[config.mk]
export PLATFORM = sky130hd
export DESIGN_NAME = uart_tx_arbiter
export DESIGN_NICKNAME = d
export VERILOG_FILES = /design/src/rtl/uart_pkg.sv /design/src/rtl/rr_arbiter.sv /design/src/rtl/uart_tx_arbiter.sv
export SDC_FILE = /design/constraint.sdc
export NUM_CORES = 1
export LEC_CHECK = 0
export CAP_MARGIN = 20
export CORE_MARGIN = 2
export CORE_UTILIZATION = 47
export CTS_CLUSTER_SIZE = 8
export DETAILED_ROUTE_END_ITERATION = 8
export GPL_ROUTABILITY_DRIVEN = 0
export GPL_TIMING_DRIVEN = 0
export PLACE_DENSITY = 0.95
export SETUP_SLACK_MARGIN = 0.1
export SKIP_LAST_GASP = 1
export SLEW_MARGIN = 20
export SYNTH_ARGS = -nofsm -noshare
export SYNTH_HDL_FRONTEND = slang
export SYNTH_SLANG_ARGS = --single-unit
[constraint.sdc]
create_clock -name CLK -period 6.6 [get_ports CLK]
set_clock_uncertainty 0.05 [all_clocks]
set_input_delay 1.32 -clock CLK [delete_from_list [all_inputs] [get_ports CLK]]
set_output_delay 1.32 -clock CLK [all_outputs]
set_load 0.01 [all_outputs]
[src/rtl/uart_pkg.sv]
// Shared UART TX definitions: arbiter state encoding, default byte width and
// parity type encoding.
package uart_pkg;

  localparam int unsigned UART_DATA_WIDTH = 8;

  localparam logic PAR_EVEN = 1'b0;
  localparam logic PAR_ODD  = 1'b1;

  typedef enum logic [1:0] {
    IDLE      = 2'd0,
    ISSUE     = 2'd1,
    WAIT_BUSY = 2'd2,
    WAIT_DONE = 2'd3
  } arb_state_t;

endpackage

[src/rtl/rr_arbiter.sv]
// Combinational round-robin pick: searches upward from last+1 (mod NUM_REQ)
// and returns the first requester found as a one-hot grant plus its index.
module rr_arbiter #(
  parameter int unsigned NUM_REQ = 4,
  parameter int unsigned ID_W    = (NUM_REQ > 1) ? $clog2(NUM_REQ) : 1
) (
  input  logic [NUM_REQ-1:0] req,
  input  logic [ID_W-1:0]    last,
  output logic [NUM_REQ-1:0] gnt_c,
  output logic [ID_W-1:0]    gnt_id_c
);

  logic            found;
  logic [ID_W-1:0] idx;

  // Visit last+1 .. last+NUM_REQ; the final step revisits last itself.
  always_comb begin
    gnt_c    = '0;
    gnt_id_c = '0;
    found    = 1'b0;
    idx      = '0;
    for (int unsigned i = 1; i <= NUM_REQ; i++) begin
      idx = ID_W'((32'(last) + i) % NUM_REQ);
      if (!found && req[idx]) begin
        found       = 1'b1;
        gnt_c[idx]  = 1'b1;
        gnt_id_c    = idx;
      end
    end
  end

endmodule

[src/rtl/uart_tx_arbiter.sv]
// Round-robin scheduler sharing one UART_TX serializer between NUM_REQ
// requesters; tracks each frame via Busy and recovers if Busy never rises.
module uart_tx_arbiter
  import uart_pkg::*;
#(
  parameter int unsigned DATA_WIDTH = UART_DATA_WIDTH,
  parameter int unsigned NUM_REQ    = 4,
  parameter int unsigned BUSY_TMO   = 4,
  localparam int unsigned ID_W      = (NUM_REQ > 1) ? $clog2(NUM_REQ) : 1
) (
  input  logic                          CLK,
  input  logic                          RST,
  input  logic [NUM_REQ-1:0]            Req,
  input  logic [NUM_REQ*DATA_WIDTH-1:0] Req_Data,
  input  logic [NUM_REQ-1:0]            Req_Par_Typ,
  input  logic [NUM_REQ-1:0]            Req_Par_En,
  output logic [NUM_REQ-1:0]            Ack,
  output logic [DATA_WIDTH-1:0]         P_Data,
  output logic                          PAR_TYP,
  output logic                          PAR_EN,
  output logic                          Data_Valid,
  input  logic                          Busy,
  output logic [ID_W-1:0]               Active_Id,
  output logic                          Frame_Done,
  output logic                          Tmo_Err
);

  localparam int unsigned     CNT_W    = $clog2(BUSY_TMO) + 1;
  localparam logic [CNT_W-1:0] TMO_LAST = CNT_W'(BUSY_TMO - 1);

  arb_state_t                state, state_next;
  logic [ID_W-1:0]           last;
  logic [CNT_W-1:0]          tmo_cnt;
  logic [NUM_REQ-1:0]        gnt_c;
  logic [ID_W-1:0]           gnt_id_c;
  logic                      grant_c;
  logic [DATA_WIDTH-1:0]     sel_data_c;
  logic                      sel_typ_c;
  logic                      sel_en_c;

  rr_arbiter #(
    .NUM_REQ (NUM_REQ),
    .ID_W    (ID_W)
  ) u_rr_arbiter (
    .req      (Req),
    .last     (last),
    .gnt_c    (gnt_c),
    .gnt_id_c (gnt_id_c)
  );

  // Pick the granted requester's byte and parity configuration.
  always_comb begin
    sel_data_c = '0;
    sel_typ_c  = PAR_EVEN;
    sel_en_c   = 1'b0;
    for (int unsigned i = 0; i < NUM_REQ; i++) begin
      if (gnt_c[i]) begin
        sel_data_c = Req_Data[i*DATA_WIDTH +: DATA_WIDTH];
        sel_typ_c  = Req_Par_Typ[i];
        sel_en_c   = Req_Par_En[i];
      end
    end
  end

  always_ff @(posedge CLK or negedge RST) begin
    if (!RST) state <= IDLE;
    else      state <= state_next;
  end

  // Frame_Done and Tmo_Err are decoded from state and Busy so they land in
  // the same cycle that ends the frame.
  always_comb begin
    state_next = state;
    grant_c    = 1'b0;
    Frame_Done = 1'b0;
    Tmo_Err    = 1'b0;
    case (state)
      IDLE: begin
        if (|Req && !Busy) begin
          grant_c    = 1'b1;
          state_next = ISSUE;
        end
      end
      ISSUE: state_next = WAIT_BUSY;
      WAIT_BUSY: begin
        if (Busy) begin
          state_next = WAIT_DONE;
        end else if (tmo_cnt == TMO_LAST) begin
          Tmo_Err    = 1'b1;
          state_next = IDLE;
        end
      end
      WAIT_DONE: begin
        if (!Busy) begin
          Frame_Done = 1'b1;
          state_next = IDLE;
        end
      end
      default: state_next = IDLE;
    endcase
  end

  // Capture registers only load on a grant, so they hold for the whole frame.
  always_ff @(posedge CLK or negedge RST) begin
    if (!RST) begin
      P_Data     <= '0;
      PAR_TYP    <= PAR_EVEN;
      PAR_EN     <= 1'b0;
      Active_Id  <= '0;
      last       <= ID_W'(NUM_REQ - 1);
      Data_Valid <= 1'b0;
      Ack        <= '0;
      tmo_cnt    <= '0;
    end else begin
      Data_Valid <= 1'b0;
      Ack        <= '0;
      if (grant_c) begin
        P_Data     <= sel_data_c;
        PAR_TYP    <= sel_typ_c;
        PAR_EN     <= sel_en_c;
        Active_Id  <= gnt_id_c;
        last       <= gnt_id_c;
        Data_Valid <= 1'b1;
        Ack        <= gnt_c;
      end
      if (state == WAIT_BUSY) tmo_cnt <= tmo_cnt + CNT_W'(1);
      else                    tmo_cnt <= '0;
    end
  end

endmodule

==> flow_metrics.py <==
metrics = {
    "outcome": {
        "outcome": "finished clean",
    },
    "final_layout": {
        "fill_cells": 249,
        "fin_nets": 284,
        "drive_gt1_frac": 0.0973,
        "diodes": 0,
        "syn2layout_area_growth_pct": 46.3,
    },
    "synth": {
        "syn_area_mm2": 0.00164,
        "synth.net_count": 214,
        "seq_area_frac_synth": 0.367,
        "synth_enable_flop_cells": 0,
        "synth_cell_types": 38,
        "yosys_warnings": 0,
        "ys.flop_type": "dfrtp_1",
        "ys_ff_latch": 24,
        "synthArstFlopShare": 1.00,
        "syn-instance-count": 157,
        "avgSynthCellArea_um2": 10.5,
    },
    "route": {
        "vias": 1502,
        "drtIter0Drc": 97,
        "via_per_inst": 5.52,
        "drc": 0,
        "final_antenna_net_count": 0,
        "drt_pass1_iterations": 4,
        "wl_per_cell_um": 16.8,
        "wirelength_um": 4580,
    },
    "sta": {
        "report.final.slew_viol_count": 0,
        "finalSetupViolCount": 0,
        "worst-slew-pin-transition_ps": 943,
        "fin_ws_ps": 2680,
        "timing.fmax_mhz": 255,
        "setup_tns_ps": 0,
        "rsz0062_at_grt": "false",
        "maxSlewHeadroom": 0.369,
        "min_period_over_period": 0.593,
        "period_minus_slack_ps": 3920,
        "hold_viol": 0,
    },
    "clocking": {
        "cts_buffers": 3,
        "clock-sinks": 24,
        "clock_latency_ps": 300,
        "cts_buffer_depth": 2,
        "cts-root-buf": "clkbuf_4",
        "cts_tree": "built",
        "h-tree-depth": 1,
        "cts_resized": 0,
        "post_cts_buffers": 0,
        "holdBufCountCts": 0,
        "clkTransAtPathRegs_ps": 130,
    },
    "setup_path": {
        "cp_max_fo": 5,
        "r2r_end": "P_Data[0]$_DFFE_PN0P_",
        "cp_data_arrival_time_ps": 2550,
        "crit_cells": 3,
        "crit_chain": "clkdlybuf4s50_1, nor3b_1, clkdlybuf4s50_1",
        "cp-endpoint": "Tmo_Err",
        "path_delay_family": "buffers and inverters",
        "critPathLaunchType": "primary input",
        "worstSetupStartpoint": "Busy",
        "slowest_delay_ps": 560,
        "crit_buf_inv": 2,
        "crit_top_cell": "clkdlybuf4s50_1",
        "reg2reg_slack_ps": 2950,
        "cp_data_required_time_ps": 5230,
        "worstReg2RegStart": "last[0]$_DFFE_PN1P_",
        "reg2reg_depth": 9,
        "end_kind": "primary output",
        "crit_slowest_cell": "clkdlybuf4s50_1",
        "crit_type": "primary input to primary output",
    },
    "power_and_ir_drop": {
        "vdd_drop_max_mv": 0.286,
        "finalPower_mw": 1.11,
        "p_per_area_mw_per_mm2": 462,
        "p_leak_nw": 1.02,
    },
    "placed_design": {
        "hpwl_um": 3530,
        "port_buffers": 65,
        "dp_slack_ps": 2460,
    },
    "grt": {
        "grt_pass1_wl_um": 7420,
        "grt_max_degree": 25,
        "grt_pass1_vias": 1495,
        "grt_use_total": 0.237,
        "antenna_found_initial": 0,
        "grt_overflow": 0,
    },
    "die": {
        "row_count": 21,
        "die_y_um": 63.1,
        "die-area_mm2": 0.00399,
        "chipWidth_um": 63.1,
        "io-pin-count": 66,
        "core_area_mm2": 0.00334,
        "initial_core_util": 0.493,
    },
    "job": {
        "max_cap_viol_count": 0,
    },
    "hold_path": {
        "worst_hold_path_type": "flop to flop",
    },
}
[power breakdown]
group / total, mW / switching (mW) / internal [mW] / leakage, nW
clock: 0.105 / 0.0441 / 0.0613 / 0.0279
combinational: 0.759 / 0.383 / 0.376 / 0.688
sequential: 0.246 / 0.0402 / 0.205 / 0.304
total: 1.11 / 0.467 / 0.643 / 1.02
[state kept, by name (all words and copies together) (netlist names)]
signal	count
state	2
PAR_EN	1
last	2
Data_Valid	1
Ack	4
Active_Id	2
tmo_cnt	3
P_Data	8
PAR_TYP	1
[how the worst min path moves through the flow]
stage / start / endpoint / depth (start not counted)
after floorplan: tmo_cnt[0]$_DFF_PN0_ / tmo_cnt[0]$_DFF_PN0_ / 1
after global placement: tmo_cnt[0]$_DFF_PN0_ / tmo_cnt[0]$_DFF_PN0_ / 1
after detailed placement: tmo_cnt[0]$_DFF_PN0_ / tmo_cnt[0]$_DFF_PN0_ / 1
after CTS: tmo_cnt[0]$_DFF_PN0_ / tmo_cnt[0]$_DFF_PN0_ / 1
after global routing: tmo_cnt[0]$_DFF_PN0_ / tmo_cnt[0]$_DFF_PN0_ / 1
final: tmo_cnt[0]$_DFF_PN0_ / tmo_cnt[0]$_DFF_PN0_ / 1
[through the flow]
step	hold WS, ps	cells	util	area (um^2)
final	403	272	0.721	2400
after global routing	414	272	0.721	2400
after CTS	405	272	0.722	2410
after detailed placement	386	268	0.706	2360
after global placement	371	268	0.705	2350
after floorplan	360	157	-	1640
[cell type report]
class	count	area (um^2)	share of cell area
clock buffer	3	22.5	0.00937
sequential	24	603	0.251
timing repair buffer	65	646	0.268
tap	46	57.6	0.0239
clock inverter	1	30.0	0.0125
buffer	7	50.0	0.0208
inverter	10	37.5	0.0156
multi-input combinational	116	958	0.399
[cell usage in the layout (no fill, tap or decap), types with 4 or more instances in the layout]
cell              n
a221o_1          20
a21oi_1           7
clkdlybuf4s50_1  64
nor2_1           13
dfrtp_1          22
and2_1           11
nand2_1           9
mux4_2            4
ha_1             10
o21a_1           10
inv_1            10
[cells by family (layout without fill, tap and decap cells)]
kind of cell | count (synthesis) | count (layout) | synth area share
flip-flops | 24 | 24 | 0.367
AO/OA/AOI/OAI | 51 | 51 | 0.263
AND/OR/NAND/NOR | 46 | 46 | 0.156
multiplexers | 7 | 7 | 0.0738
XOR/XNOR | 2 | 2 | 0.0107
buffers and inverters | 17 | 86 | 0.0533
adder cells (fa/ha/maj) | 10 | 10 | 0.0761
[cell usage after synthesis (2+ instances only)]
library cell   n  area, um^2
inv_1         10        37.5
nor2_1        13        48.8
dfrtp_1       22         551
o21ai_0        3        15.0
nor2b_1        3        18.8
clkbuf_1       3        11.3
nor3_1         2        10.0
nand2_1        9        33.8
ha_1          10         125
and2_1        11        68.8
a221o_1       20         200
mux4_2         4        90.1
dfstp_2        2        52.6
mux2i_1        2        20.0
a21oi_1        7        35.0
nor3b_1        2        15.0
buf_6          3        33.8
xnor2_1        2        17.5
o21a_1        10        75.1
[per-layer routing]
metal	part of all wire	vias to the layer above	GRT usage	wire length [um]
met4	0.018	0	0.0917	82
met2	0.53	35	0.419	2440
met3	0.023	6	0.0161	107
li1	-	725	-	-
met1	0.43	736	0.301	1960
met5	0	-	0	0
[worst register-to-register path, delay by kind of cell (launching register included)]
| kind | cells | cell delay, ps |
|---|---|---|
| adders and majority gates | 1 | 400 |
| and+or+nand+nor | 1 | 200 |
| buffers and inverters | 2 | 310 |
| muxes | 1 | 620 |
| AOI/OAI and AO/OA | 4 | 1340 |
| DFF | 1 | 630 |
(Power assumes the default switching activity.)
